`config.mk`:
```
export PLATFORM = sky130hd
export DESIGN_NAME = poker_stream_eval
export DESIGN_NICKNAME = d
export VERILOG_FILES = /design/src/rtl/poker_pkg.sv /design/src/rtl/poker_stream_eval_classify.sv /design/src/rtl/poker_stream_eval.sv
export SDC_FILE = /design/constraint.sdc
export NUM_CORES = 1
export LEC_CHECK = 0
export BUFFER_PORTS_ARGS = -buffer_cell sky130_fd_sc_hd__buf_2
export CAP_MARGIN = 20
export CORE_UTILIZATION = 50
export CTS_CLUSTER_DIAMETER = 120
export DETAILED_ROUTE_END_ITERATION = 8
export GPL_ROUTABILITY_DRIVEN = 1
export PLACE_DENSITY = 0.67
export SYNTH_ARGS = -nofsm -noshare
export SYNTH_HDL_FRONTEND = slang
export SYNTH_SLANG_ARGS = --single-unit
```
`constraint.sdc`:
```
create_clock -name clk -period 5.7 [get_ports clk]
set_input_delay 0 -clock clk [delete_from_list [all_inputs] [get_ports clk]]
set_output_delay 0 -clock clk [all_outputs]
set_load 0.01 [all_outputs]
```
`src/rtl/poker_pkg.sv`:
```
// Shared definitions for the streaming five-card poker evaluator:
// hand-class encodings, card/rank constants, FSM state type and the
// helper that maps a (suit, rank) card onto its seen-bitmap position.
package poker_pkg;

  localparam logic [3:0] TYPE_SF    = 4'b1000;
  localparam logic [3:0] TYPE_FOUR  = 4'b0111;
  localparam logic [3:0] TYPE_FULL  = 4'b0110;
  localparam logic [3:0] TYPE_FLUSH = 4'b0101;
  localparam logic [3:0] TYPE_STR   = 4'b0100;
  localparam logic [3:0] TYPE_THREE = 4'b0011;
  localparam logic [3:0] TYPE_TWOP  = 4'b0010;
  localparam logic [3:0] TYPE_PAIR  = 4'b0001;
  localparam logic [3:0] TYPE_HIGH  = 4'b0000;
  localparam logic [3:0] TYPE_ERR   = 4'b1111;

  localparam logic [3:0] RANK_A    = 4'd1;
  localparam logic [3:0] RANK_K    = 4'd13;
  localparam int         HAND_SIZE = 5;
  localparam int         NUM_RANKS = 13;
  localparam int         NUM_CARDS = 52;

  typedef enum logic [1:0] {
    COLLECT = 2'd0,
    EVAL    = 2'd1,
    OUT     = 2'd2
  } state_e;

  // Bitmap position suit*13 + rank-1; only meaningful for ranks A..K.
  function automatic logic [5:0] seen_index(input logic [1:0] suit, input logic [3:0] rank);
    return ({4'd0, suit} * 6'd13) + {2'd0, rank} - 6'd1;
  endfunction

endpackage

```
`src/rtl/poker_stream_eval_classify.sv`:
```
// Purely combinational hand classifier.
// Ports:
//   rank_cnt_i : per-rank card counts, index 0 = ace ... 12 = king
//   flush_i    : all five suits matched
//   err_flag_i : invalid or duplicate card seen; overrides every class
//   type_o     : 4-bit hand class
module poker_classify
  import poker_pkg::*;
#(
  parameter bit ACE_LOW_EN = 1'b0
) (
  input  logic [NUM_RANKS-1:0][2:0] rank_cnt_i,
  input  logic                      flush_i,
  input  logic                      err_flag_i,
  output logic [3:0]                type_o
);

  logic [2:0] pairs_s;
  logic       has3_s, has4_s, distinct_s, wheel_s, broadway_s, straight_s;
  logic [3:0] min_idx_s, max_idx_s;

  // Histogram scan: pair/trip/quad detection and lowest/highest occupied rank.
  always_comb begin
    pairs_s    = 3'd0;
    has3_s     = 1'b0;
    has4_s     = 1'b0;
    distinct_s = 1'b1;
    min_idx_s  = 4'd0;
    max_idx_s  = 4'd0;
    for (int i = 0; i < NUM_RANKS; i++) begin
      pairs_s    = pairs_s + 3'((rank_cnt_i[i] == 3'd2));
      has3_s     = has3_s | (rank_cnt_i[i] == 3'd3);
      has4_s     = has4_s | (rank_cnt_i[i] == 3'd4);
      distinct_s = distinct_s & (rank_cnt_i[i] <= 3'd1);
      if (rank_cnt_i[i] != 3'd0) begin
        max_idx_s = 4'(i);
      end else begin
        max_idx_s = max_idx_s;
      end
    end
    for (int i = NUM_RANKS - 1; i >= 0; i--) begin
      if (rank_cnt_i[i] != 3'd0) begin
        min_idx_s = 4'(i);
      end else begin
        min_idx_s = min_idx_s;
      end
    end
  end

  assign wheel_s = (rank_cnt_i[0] == 3'd1) && (rank_cnt_i[1] == 3'd1) &&
                   (rank_cnt_i[2] == 3'd1) && (rank_cnt_i[3] == 3'd1) &&
                   (rank_cnt_i[4] == 3'd1);
  assign broadway_s = (rank_cnt_i[0] == 3'd1) && (rank_cnt_i[9] == 3'd1) &&
                      (rank_cnt_i[10] == 3'd1) && (rank_cnt_i[11] == 3'd1) &&
                      (rank_cnt_i[12] == 3'd1);
  // A-2-3-4-5 naturally spans 4, so the ace-low mode has to explicitly veto it when disabled.
  assign straight_s = distinct_s &&
                      ((((max_idx_s - min_idx_s) == 4'd4) && (ACE_LOW_EN || !wheel_s)) || broadway_s);

  // Priority ladder from error down to high card.
  always_comb begin
    if (err_flag_i)                      type_o = TYPE_ERR;
    else if (straight_s && flush_i)      type_o = TYPE_SF;
    else if (has4_s)                     type_o = TYPE_FOUR;
    else if (has3_s && pairs_s != 3'd0)  type_o = TYPE_FULL;
    else if (flush_i)                    type_o = TYPE_FLUSH;
    else if (straight_s)                 type_o = TYPE_STR;
    else if (has3_s)                     type_o = TYPE_THREE;
    else if (pairs_s >= 3'd2)            type_o = TYPE_TWOP;
    else if (pairs_s == 3'd1)            type_o = TYPE_PAIR;
    else                                 type_o = TYPE_HIGH;
  end

endmodule

```
`src/rtl/poker_stream_eval.sv`:
```
// Streaming five-card poker evaluator. Cards arrive one per cycle over a
// valid/ready stream, are accumulated into a rank histogram, a suit-match
// flag and a seen-card bitmap, classified in one EVAL cycle, and the result
// is held until the downstream handshake.
// Ports:
//   clk, rst_n           : clock, asynchronous active-low reset
//   in_valid / in_ready  : card stream handshake
//   card                 : [5:4] suit, [3:0] rank (1 = A ... 13 = K)
//   out_valid / out_ready: result handshake
//   hand_type            : hand class (the name "type" is a reserved word)
//   err                  : hand contained an invalid rank or duplicate card
//   hand_cnt             : number of results accepted downstream (wraps)
module poker_stream_eval
  import poker_pkg::*;
#(
  parameter bit          ACE_LOW_EN = 1'b0,
  parameter int unsigned HAND_CNT_W = 8
) (
  input  logic                  clk,
  input  logic                  rst_n,
  input  logic                  in_valid,
  output logic                  in_ready,
  input  logic [5:0]            card,
  output logic                  out_valid,
  input  logic                  out_ready,
  output logic [3:0]            hand_type,
  output logic                  err,
  output logic [HAND_CNT_W-1:0] hand_cnt
);

  state_e                    state_q, state_d;
  logic [2:0]                idx_q, idx_d;
  logic [NUM_RANKS-1:0][2:0] rank_cnt_q, rank_cnt_d;
  logic [NUM_CARDS-1:0]      seen_q, seen_d;
  logic [1:0]                suit0_q, suit0_d;
  logic                      flush_q, flush_d;
  logic                      err_flag_q, err_flag_d;
  logic [3:0]                type_q, type_d;
  logic                      err_q, err_d;
  logic                      out_valid_q, out_valid_d;
  logic [HAND_CNT_W-1:0]     hand_cnt_q, hand_cnt_d;

  logic [3:0] rank_s;
  logic [1:0] suit_s;
  logic       rank_ok_s;
  logic [5:0] seen_idx_s;
  logic [3:0] class_type_s;

  assign rank_s     = card[3:0];
  assign suit_s     = card[5:4];
  assign rank_ok_s  = (rank_s >= RANK_A) && (rank_s <= RANK_K);
  assign seen_idx_s = seen_index(suit_s, rank_s);

  poker_classify #(.ACE_LOW_EN(ACE_LOW_EN)) u_classify (
    .rank_cnt_i (rank_cnt_q),
    .flush_i    (flush_q),
    .err_flag_i (err_flag_q),
    .type_o     (class_type_s)
  );

  // Next-state and accumulator update.
  always_comb begin
    state_d     = state_q;
    idx_d       = idx_q;
    rank_cnt_d  = rank_cnt_q;
    seen_d      = seen_q;
    suit0_d     = suit0_q;
    flush_d     = flush_q;
    err_flag_d  = err_flag_q;
    type_d      = type_q;
    err_d       = err_q;
    out_valid_d = out_valid_q;
    hand_cnt_d  = hand_cnt_q;
    case (state_q)
      COLLECT: begin
        if (in_valid) begin
          // Out-of-range ranks still count toward the five cards but never touch the histogram.
          if (!rank_ok_s) begin
            err_flag_d = 1'b1;
          end else if (seen_q[seen_idx_s]) begin
            err_flag_d = 1'b1;
          end else begin
            seen_d[seen_idx_s]        = 1'b1;
            rank_cnt_d[rank_s - 4'd1] = rank_cnt_q[rank_s - 4'd1] + 3'd1;
          end
          if (idx_q == 3'd0) begin
            suit0_d = suit_s;
            flush_d = 1'b1;
          end else begin
            flush_d = flush_q & (suit_s == suit0_q);
          end
          if (idx_q == 3'(HAND_SIZE - 1)) begin
            idx_d   = 3'd0;
            state_d = EVAL;
          end else begin
            idx_d = idx_q + 3'd1;
          end
        end else begin
          state_d = COLLECT;
        end
      end
      EVAL: begin
        type_d      = class_type_s;
        err_d       = err_flag_q;
        out_valid_d = 1'b1;
        state_d     = OUT;
      end
      OUT: begin
        if (out_ready) begin
          out_valid_d = 1'b0;
          hand_cnt_d  = hand_cnt_q + HAND_CNT_W'(1);
          rank_cnt_d  = '0;
          seen_d      = '0;
          flush_d     = 1'b0;
          err_flag_d  = 1'b0;
          idx_d       = 3'd0;
          state_d     = COLLECT;
        end else begin
          state_d = OUT;
        end
      end
      default: begin
        state_d = COLLECT;
      end
    endcase
  end

  // State, accumulator and output registers.
  always_ff @(posedge clk or negedge rst_n) begin
    if (!rst_n) begin
      state_q     <= COLLECT;
      idx_q       <= 3'd0;
      rank_cnt_q  <= '0;
      seen_q      <= '0;
      suit0_q     <= 2'd0;
      flush_q     <= 1'b0;
      err_flag_q  <= 1'b0;
      type_q      <= 4'd0;
      err_q       <= 1'b0;
      out_valid_q <= 1'b0;
      hand_cnt_q  <= '0;
    end else begin
      state_q     <= state_d;
      idx_q       <= idx_d;
      rank_cnt_q  <= rank_cnt_d;
      seen_q      <= seen_d;
      suit0_q     <= suit0_d;
      flush_q     <= flush_d;
      err_flag_q  <= err_flag_d;
      type_q      <= type_d;
      err_q       <= err_d;
      out_valid_q <= out_valid_d;
      hand_cnt_q  <= hand_cnt_d;
    end
  end

  assign in_ready  = (state_q == COLLECT);
  assign out_valid = out_valid_q;
  assign hand_type = type_q;
  assign err       = err_q;
  assign hand_cnt  = hand_cnt_q;

endmodule

```
==> summary.md, run 1 <==
| Metric | Value |
|---|---|
| Status | `finished clean` |
| Endpoints failing setup | `0` |
| Critical path, cell by cell | `or3b_2 -> fa_1 -> fa_1 -> fa_1 -> inv_1 -> fa_1 -> ha_1 -> fa_1 -> xnor2_1 -> xnor2_1 -> nor2_1 -> nand2_1 -> nor2_1 -> a311oi_1 -> a211oi_1` |
| Worst r2r path cells | `15` |
| Cts repair resizes | `0` |
| Ys async rst share | `100%` |
| Slew headroom | `37.9%` |
| Worst Skew | `0.0115 ns` |
| Comb pwr share | `40.6%` |
| P&R area growth vs syn | `11.6%` |
| Post-Synth Simple-Gate Area | `21.5%` |
| Post-synth EDFFs | `0` |
| Mux share of post-synthesis cell area | `8.64%` |
| Synth Area in Compound Gates | `17.8%` |
| Peak supply drop | `0.274 mV` |
| # IOs | `25` |
| Maximum clock frequency | `205 MHz` |
| Clock Tree Buf Depth | `2` |
| DIE WIDTH | `124 um` |
| Initial antenna violation count | `0` |
| Unrepaired setup endpoints after global routing | `false` |
| Post-CTS Setup Inserts | `0` |
| Final min period | `4.88 ns` |
| Critical Path Slowest Stage Cell | `or3b_2` |
| Iteration-0 DRC Markers | `675` |
| Sw frac | `41.8%` |
| Number of global-route vias before repair | `6206` |
| Hold Crit Class | `primary input to flop` |
| Net Count, Synth | `817` |
| Synthesized area | `0.00741 mm2` |
| Routed via count | `6382` |
| Worst skew pair latency | `0.42 ns` |
| Bufs and invs on worst path | `1` |
| CP endpoint kind | `flop` |
| Synth warn | `0` |
| Required time of the worst setup path | `5.98 ns` |
| WL per Instance | `21.8 um` |
| Max-cap violations | `0` |
| Routed WL | `21300 um` |
| Post-route setup slack | `0.823 ns` |
| Number of antenna diodes | `0` |
| GRT Residual Overflow | `0` |
| Post-synthesis register bit count | `114` |
| Vias per cell | `6.53` |
| Place WS | `0.870 ns` |
| Largest delay contributor family on the critical path | `adder cells` |
| Worst hold slack | `0.0457 ns` |
| CTS Root Cell | `clkbuf_16` |
| Largest family of logic cells by synthesized area | `simple AND/OR/NAND/NOR gates` |
| Crit path depth | `15` |
| Core footprint | `0.0145 mm2` |
| HPWL after DPL | `14800 um` |
| Fin. Hold Viols | `0` |
| DR DRC count | `0` |
| Seq pwr share | `33.4%` |
| Critical Path Max Stage Delay | `0.56 ns` |
| Static Leakage | `0.00349 uW` |
| Setup TNS | `0 ns` |
| CTS tree | `yes` |
| Drt first pass iters | `5` |
| Setup crit start kind | `flop` |
| Synth Area in XOR/XNOR | `2.94%` |
| Pwr dens | `508 mW/mm2` |
| Die Area | `0.0153 mm2` |
| PortBufs | `24` |
| Crit-path max FO | `9` |
| Hold buffer count at cts | `4` |
| Switching power | `1760 uW` |
| Die Y | `124 um` |
| Power Internal | `2440 uW` |
| Largest net degree at the start of global routing | `70` |
| Number of routed nets with antenna violations | `0` |
| Clock network fraction of design power | `26.0%` |
| Sink Count | `114` |
| Syn Area/Cell | `9.57 um2` |
| Routability-driven placement congestion ratio | `0.982` |
| Num CTS Buffers | `17` |
| Mapped Cells | `775` |
| Nets@finish | `824` |
| Global-route wire length before repair | `33800 um` |
| CP dominant cell by count | `fa_1` |
| Adder-Cell Fraction of Synth Area | `6.41%` |
| CTS clock-pin slew for the worst setup and hold paths | `0.05 ns` |
| H-tree depth | `4` |
| Predominant post-synthesis flop cell | `dfrtp_1` |
| Layout cell share with drive strength beyond 1 | `13.2%` |
| WS Path Type | `flop to flop` |
| Total GRT Usage | `29.6%` |
| Core Rows | `44` |
| Initial Utilization | `51.2%` |
| Final Cycle Share | `85.6%` |
| Netlist cell types | `68` |
| Worst Max-Slew Pin Slew | `0.932 ns` |
| Worst hold path depth | `3` |
| CP arrival | `5.16 ns` |
| Sequential area share after synthesis | `38.5%` |
| Max-slew violation total from the final report | `0` |
## per-stage QoR
| stage | total power, uW | utilization (%) | area (um2) | std cells |
|---|---|---|---|---|
| 2_1_floorplan | 2550 | - | 7410 | 775 |
| 3_3_place_gp | 3020 | 52.7 | 7630 | 943 |
| 3_5_place_dp | 3070 | 52.7 | 7630 | 943 |
| 4_1_cts | 4180 | 57.1 | 8270 | 978 |
| 5_1_grt | 4480 | 57.1 | 8270 | 978 |
| 6_report | 4200 | 57.1 | 8270 | 978 |
## registers in the layout (all words and copies together), names as in the netlist
name        count
rank_cnt_q     39
seen_q         52
hand_cnt        8
hand_type       4
out_valid       1
suit0_q         2
err             1
state_q         2
err_flag_q      1
flush_q         1
idx_q           3
## power by group through the flow
stage               Clock (uW)  Combinational (uW)  Sequential [uW]
floorplan                    0                1260             1290
global placement             0                1640             1380
detailed placement           0                1670             1400
CTS                       1110                1690             1390
global route              1140                1900             1440
finish                    1090                1700             1400
## synthesized netlist by cell type (6+ instances only)
cell / n / area (um2)
a21o_1: 7 / 52.6
mux4_2: 18 / 405
nor2_1: 38 / 143
o31ai_1: 42 / 315
inv_1: 26 / 97.6
a211o_1: 6 / 52.6
or3b_2: 7 / 61.3
and3_1: 17 / 106
clkbuf_1: 21 / 78.8
fa_1: 10 / 200
o41ai_1: 11 / 96.3
dfrtp_1: 114 / 2850
nor3b_1: 7 / 52.6
nand4_1: 17 / 106
or3_1: 14 / 87.6
mux2i_1: 19 / 190
a21oi_1: 14 / 70.1
nand3b_1: 15 / 113
nand2_1: 111 / 417
ha_1: 22 / 275
nand2b_1: 8 / 50.1
nor3_1: 18 / 90.1
o211ai_1: 6 / 45.0
a22oi_1: 6 / 45.0
o21ai_0: 30 / 150
xnor2_1: 18 / 158
nand3_1: 31 / 155
and2_1: 6 / 37.5
a22o_1: 6 / 52.6
nor4_1: 15 / 93.8
buf_2: 21 / 105
## metal layers
metal	track usage (%)	part of all wire [%]
met3	6.09	6.5
met1	40.1	43
met2	46.1	47
met4	12.3	3.2
met5	0	0
## layout make-up
cell class | instances | area, um2
fill | 1278 | 6210
sequential | 114 | 2850
inverter | 26 | 97.6
timing repair buffer | 35 | 228
multi-input combinational | 588 | 4260
clock inverter | 12 | 159
clock buffer | 19 | 443
tap | 184 | 230
## worst min-delay path, stage by stage
cell and delay (ns):
buf_2 0.17, nand3_1 0.17, o2bb2ai_1 0.07
## kinds of logic after synthesis
logic type,Yosys count
buffers and inverters,73
adder cells (fa/ha/maj),32
multiplexers,41
AND/OR/NAND/NOR,315
AO/OA/AOI/OAI,176
XOR/XNOR,24
flip-flops,114
## path summary, 6_finish.rpt
kind	slack (ns)	start	to
setup / recovery	0.82	rank_cnt_q[36]	hand_type[0]
max in group asynchronous	4.31	rst_n	seen_q[11]
hold reg to reg	0.46	hand_cnt[7]	hand_cnt[7]
setup reg to reg	0.82	rank_cnt_q[36]	hand_type[0]
hold / removal	0.05	card[2]	rank_cnt_q[33]
min in group asynchronous	0.20	rst_n	rank_cnt_q[2]
## cells in the final DEF, fill, tap and decap left out, drive strengths merged, types with 18 or more instances in the layout
cell type,Yosys,final
buf,26,31
nand2,112,112
o21ai,31,31
inv,26,27
mux2i,19,19
ha,22,22
mux4,18,18
o31ai,42,42
xnor2,18,18
dfrtp,114,114
clkbuf,21,19
nand3,31,31
nor3,18,18
nor2,38,38
Note: power is estimated with default switching activity, not from simulation.
==> run 2: changes to the inputs <==
- CORE_ASPECT_RATIO: default -> 0.6
- PLACE_DENSITY: 0.67 -> 0.66
==> run 2 against run 1 <==
Global-route usage increased by 2.9 points; largest power group unchanged; critical path type unchanged; combinational power increased by 6%; sequential share of layout area increased by 0.13 points.
==> summary.md, run 2 (same netlist as run 1, synthesis figures left out) <==
| Metric | Value |
|---|---|
| Most common cell after layout, fill and taps aside | `dfrtp_1` |
| # IOs | `25` |
| Initial Utilization | `51.3%` |
| Switching power | `1900 uW` |
| Clock network fraction of design power | `23.9%` |
| WS Path Type | `flop to flop` |
| Slew headroom | `28.0%` |
| Max-slew violation total from the final report | `0` |
| Num CTS Buffers | `17` |
| Routability-driven placement congestion ratio | `1.01` |
| Peak supply drop | `0.220 mV` |
| Required time of the worst setup path | `6.01 ns` |
| Worst Max-Slew Pin Slew | `1.08 ns` |
| Setup crit start kind | `flop` |
| Layout cell share with drive strength beyond 1 | `14.0%` |
| Most frequent cells in the layout | `dfrtp_1, nand2_1, o31ai_1, nor2_1, nand3_1` |
| Crit path from | `rank_cnt_q[19]` |
| Status | `finished clean` |
| Sw frac | `45.0%` |
| DR DRC count | `0` |
| Max-cap violations | `0` |
| Worst R2R End | `hand_type[1]` |
| Clock Tree Buf Depth | `2` |
| Vias per cell | `6.66` |
| CP endpoint kind | `flop` |
| P&R area growth vs syn | `11.2%` |
| Cts repair resizes | `0` |
| Total GRT Usage | `32.5%` |
| Routed WL | `23900 um` |
| FF-to-FF Start | `rank_cnt_q[19]` |
| Crit-path max FO | `8` |
| Sink Count | `114` |
| Worst skew pair latency | `0.42 ns` |
| Seq pwr share | `33.4%` |
| CTS clock-pin slew for the worst setup and hold paths | `0.07 ns` |
| Iteration-0 DRC Markers | `780` |
| CTS Root Cell | `clkbuf_16` |
| Endpoints failing setup | `0` |
| Routed via count | `6638` |
| Setup TNS | `0 ns` |
| Number of antenna diodes | `0` |
| CP arrival | `5.31 ns` |
| Comb pwr share | `42.7%` |
| Maximum clock frequency | `200 MHz` |
| Unrepaired setup endpoints after global routing | `false` |
| HPWL after DPL | `17300 um` |
| GRT Residual Overflow | `0` |
| Number of routed nets with antenna violations | `0` |
| Global-route wire length before repair | `36800 um` |
| Static Leakage | `0.00348 uW` |
| Worst setup path end | `hand_type[1]` |
| CTS tree | `yes` |
| Multi-input gate area | `0.00426 mm2` |
| Largest net degree at the start of global routing | `74` |
| WL per Instance | `24.0 um` |
| Worst r2r path cells | `14` |
| Fillers | `1289` |
| Top reg by flops | `seen_q` |
| Util after Layout | `57.0%` |
| Nets@finish | `827` |
| Initial antenna violation count | `0` |
| Core footprint | `0.0145 mm2` |
| Die Area | `0.0153 mm2` |
| PortBufs | `24` |
| Post-CTS Setup Inserts | `0` |
| Final Cycle Share | `87.7%` |
| Fin. Hold Viols | `0` |
| Drt first pass iters | `7` |
| Number of global-route vias before repair | `6156` |
| Reg area | `0.00285 mm2` |
| Core Rows | `34` |
| Final min period | `5.00 ns` |
| Worst hold slack | `0.0360 ns` |
| Hold Crit Class | `primary input to flop` |
| Max FFs per register | `52` |
| Worst Skew | `0.0168 ns` |
| R2R Setup Slk | `0.70 ns` |
| Power Internal | `2320 uW` |
| Die Y | `96.3 um` |
| DIE WIDTH | `159 um` |
| Pwr dens | `512 mW/mm2` |
| H-tree depth | `4` |
## run 2: power groups by stage
stage	registers (uW)	clock network [uW]	logic [uW]
2_1_floorplan	1290	0	1260
3_3_place_gp	1380	0	1720
3_5_place_dp	1400	0	1740
4_1_cts	1390	1020	1760
5_1_grt	1440	1050	1970
6_report	1410	1010	1800
## run 2: worst max-delay path, cell delays in order, from the launching register on
cell	delay, ns
dfrtp_1	0.49
or3b_2	0.53
fa_1	0.61
fa_1	0.47
fa_1	0.55
inv_1	0.06
fa_1	0.48
ha_1	0.23
fa_1	0.38
xnor2_1	0.19
xnor2_1	0.12
nor3_1	0.29
o211ai_1	0.16
o21bai_1	0.22
o221a_2	0.14
## run 2: timing repair
action / in CTS / in global routing
endpoints found under the hold margin: 42 / 0
endpoints found under the setup margin: 0 / 0
hold buffers: 2 / 0
## run 2: worst min path at each step
stage,start,end,slack [ns],cells after the start
6_report,card[5],suit0_q[1],0.04,3
5_1_grt,card[3],rank_cnt_q[33],0.06,3
4_1_cts,card[3],rank_cnt_q[33],0.02,3
3_5_place_dp,rst_n,hand_cnt[2],0.03,1
3_3_place_gp,rst_n,hand_cnt[3],0.02,1
2_1_floorplan,rst_n,err,-0.30,0
## run 2: area by class of cell
| type | instances | share of cell area, % |
|---|---|---|
| multi-input combinational | 588 | 51.7 |
| sequential | 114 | 34.6 |
| clock buffer | 17 | 5.16 |
| tap | 198 | 3.01 |
| timing repair buffer | 38 | 2.82 |
| clock inverter | 15 | 1.50 |
| inverter | 26 | 1.18 |
## run 2: routing by layer
metal	vias to the layer above	wire, um	global-route usage, %
met3	21	3060	14.1
li1	2924	-	-
met5	-	0	0
met2	367	9280	41.0
met1	3326	11400	49.5
met4	0	146	6.73
## run 2: stage by stage
stage	worst slack (ns)	cells	area (um2)	power (uW)
5_1_grt	0.370	996	8240	4460
2_1_floorplan	1.06	775	7410	2550
3_5_place_dp	0.759	962	7670	3140
6_report	0.703	996	8240	4220
3_3_place_gp	0.860	962	7670	3100
4_1_cts	0.736	996	8240	4160
==> run 3: changes to the inputs <==
- ABC_AREA: default -> 1
- TNS_END_PERCENT: default -> 20
==> run 3 against run 2 <==
Critical path depth increased by 5; clock-buffer cell count increased by 1; sequential power decreased by 9%; fmax increased by 0.37%; clock skew increased by 0.0015 ns; worst hold slack improved by 0.022 ns.
==> summary.md, run 3 <==
| Metric | Value |
|---|---|
| Status | `finished clean` |
| Vias per cell | `5.55` |
| Core Rows | `35` |
| Peak supply drop | `0.300 mV` |
| Seq pwr share | `26.6%` |
| Worst R2R End | `hand_type[2]` |
| Clock Tree Buf Depth | `2` |
| Most common cell after layout, fill and taps aside | `nand2_1` |
| Num CTS Buffers | `17` |
| Met1 Use GR | `48.7%` |
| Required time of the worst setup path | `5.99 ns` |
| FF-to-FF Start | `rank_cnt_q[3]` |
| Maximum clock frequency | `201 MHz` |
| Post-CTS Setup Inserts | `0` |
| H-tree depth | `4` |
| Clock network fraction of design power | `23.6%` |
| Initial antenna violation count | `0` |
| Multi-input gate area | `0.00427 mm2` |
| Worst Skew | `0.0183 ns` |
| Crit-path max FO | `6` |
| Sink Count | `114` |
| Global-route wire length before repair | `37500 um` |
| Sequential area share after synthesis | `36.1%` |
| Hold EP | `suit0_q[1]` |
| # IOs | `25` |
| PortBufs | `24` |
| Syn Area/Cell | `6.80 um2` |
| Worst hold path depth | `3` |
| Final min period | `4.98 ns` |
| Crit path from | `rank_cnt_q[3]` |
| Total GRT Usage | `30.1%` |
| Die Area | `0.0163 mm2` |
| GR Layer Usage met2 | `37.2%` |
| Area leader, netlist | `dfrtp_1` |
| Max-cap violations | `0` |
| Synthesized area | `0.00790 mm2` |
| Layout cell share with drive strength beyond 1 | `6.91%` |
| Largest net degree at the start of global routing | `105` |
| Most common cell in the netlist | `nand2_1` |
| Post-synthesis register bit count | `114` |
| Number of antenna diodes | `0` |
| Comb pwr share | `49.8%` |
| Post-synth EDFFs | `0` |
| CP endpoint kind | `flop` |
| GRT Residual Overflow | `0` |
| Initial Utilization | `51.4%` |
| Number of routed nets with antenna violations | `0` |
| Worst r2r path cells | `19` |
| DIE WIDTH | `164 um` |
| Endpoints failing setup | `0` |
| Reg area | `0.00285 mm2` |
| Unrepaired setup endpoints after global routing | `false` |
| Busiest layer in global routing | `met1` |
| Net Count, Synth | `1203` |
| WL per Instance | `16.5 um` |
| Synth area leaders | `dfrtp_1, nand2_1, inv_1, a21oi_1, nand4_1` |
| Fillers | `1480` |
| Number of global-route vias before repair | `6852` |
| Iteration-0 DRC Markers | `798` |
| Max-slew violation total from the final report | `0` |
| CP dominant cell by count | `fa_1` |
| DR DRC count | `0` |
| CTS tree | `yes` |
| Setup TNS | `0 ns` |
| Netlist cell types | `38` |
| Routability-driven placement congestion ratio | `0.972` |
| Static Leakage | `0.00442 uW` |
| Top reg by flops | `seen_q` |
| Top-area cell type share of the netlist area | `36.1%` |
| Power Internal | `2510 uW` |
| Most instantiated cells after synthesis | `nand2_1, inv_1, dfrtp_1` |
| Final Cycle Share | `87.3%` |
| Critical Path Slowest Stage Cell | `fa_1` |
| WS Path Type | `flop to flop` |
| Max FFs per register | `52` |
| CP arrival | `5.27 ns` |
| Critical Path Max Stage Delay | `0.54 ns` |
| Predominant post-synthesis flop cell | `dfrtp_1` |
| Ys async rst share | `100%` |
| Most frequent cells in the layout | `nand2_1, inv_1, dfrtp_1, a21oi_1, o21ai_0` |
| Routed via count | `7707` |
| Pwr Total | `4790 uW` |
| Hold Crit Class | `primary input to flop` |
| CTS clock-pin slew for the worst setup and hold paths | `0.06 ns` |
| Fin. Hold Viols | `0` |
| Worst skew pair latency | `0.42 ns` |
| Mapped Cells | `1161` |
| Synth warn | `0` |
| Cts repair resizes | `0` |
| Hold path startpoint | `card[5]` |
| Nets@finish | `1215` |
| P&R area growth vs syn | `11.4%` |
| Pwr dens | `545 mW/mm2` |
| Setup crit start kind | `flop` |
| Routed WL | `23000 um` |
| HPWL after DPL | `16300 um` |
| Critical path, cell by cell | `nor3_1 -> ha_1 -> inv_1 -> fa_1 -> fa_1 -> fa_1 -> inv_1 -> fa_1 -> ha_1 -> fa_1 -> xor2_1 -> xnor2_1 -> inv_1 -> nor2_1 -> inv_1 -> o21ai_0 -> nand2_1 -> o21ai_0 -> nand3_1` |
| CTS Root Cell | `clkbuf_16` |
| Sw frac | `47.7%` |
| Drt first pass iters | `5` |
| Die Y | `99.3 um` |
| Worst Max-Slew Pin Slew | `1.07 ns` |
| Slew headroom | `27.9%` |
| Global routing usage on met3 | `11.1%` |
| R2R Setup Slk | `0.72 ns` |
| Switching power | `2290 uW` |
| Core footprint | `0.0154 mm2` |
## run 3: cell count changes after synthesis, sizes merged, moves of 39 or more
cell   change
a21oi     +68
o31ai     -39
o21ai     +79
nand2    +271
nand4     +41
inv      +115
## run 3: area by class of cell
type,instances,share of cell area (%)
Inverter,142,6.06
Clock inverter,14,2.03
Tap cell,203,2.89
Clock buffer,18,4.99
Multi-Input combinational cell,858,48.6
Sequential cell,114,32.4
Timing Repair Buffer,40,2.99
## run 3: how the worst max path moves through the flow
| stage | end | slack, ns | cells after the start |
|---|---|---|---|
| floorplan | hand_type[2] | 1.14 | 19 |
| global placement | hand_type[2] | 0.78 | 19 |
| detailed placement | hand_type[2] | 0.78 | 19 |
| CTS | hand_type[2] | 0.75 | 19 |
| global route | hand_type[2] | 0.42 | 20 |
| finish | hand_type[2] | 0.72 | 19 |
## run 3: cells by family (layout without fill, tap and decap cells)
group | count (synthesis) | in the layout | share of synthesized area [%]
xor gates and xnor gates | 16 | 16 | 1.87
buffers and inverters | 189 | 214 | 9.84
DFF | 114 | 114 | 36.1
AOI/OAI and AO/OA | 207 | 207 | 13.6
adders and majority gates | 32 | 32 | 6.02
and+or+nand+nor | 603 | 603 | 32.5
## run 3: power by group through the flow
stage	Clock [uW]	Combinational (uW)	Sequential, uW
2_1_floorplan	0	1730	1230
3_3_place_gp	0	2310	1270
3_5_place_dp	0	2310	1280
4_1_cts	1140	2330	1270
5_1_grt	1180	2690	1310
6_report	1130	2390	1280
## run 3: stage by stage
step	util (%)	hold WS [ns]	cell area [um2]	std cells	setup slack, ns
global placement	53.0	0.0435	8150	1354	0.783
finish	57.2	0.0578	8790	1389	0.721
global route	57.2	0.0782	8790	1389	0.417
floorplan	-	-0.296	7900	1161	1.14
CTS	57.2	0.0527	8790	1389	0.746
detailed placement	53.0	0.0407	8150	1354	0.779
## run 3: worst max-delay path: cells and delay by family (launching register included)
| family | cells | cell delay (ns) |
|---|---|---|
| compound gates | 2 | 0.39 |
| xor+xnor | 2 | 0.31 |
| fa+ha+maj | 7 | 2.83 |
| buf+inv | 4 | 0.27 |
| flops | 1 | 0.44 |
| simple gates | 4 | 0.59 |
## run 3: per-layer routing
layer | share of wire, % | vias to the layer above
met5 | 0 | -
met4 | 0.62 | 0
met3 | 12 | 20
met2 | 37 | 325
met1 | 50 | 3537
li1 | - | 3825
## run 3: timing repair
| action | in CTS | in global routing |
|---|---|---|
| hold buffers | 3 | 0 |
| hold endpoints to repair | 46 | 0 |
| endpoints found under the setup margin | 0 | 0 |
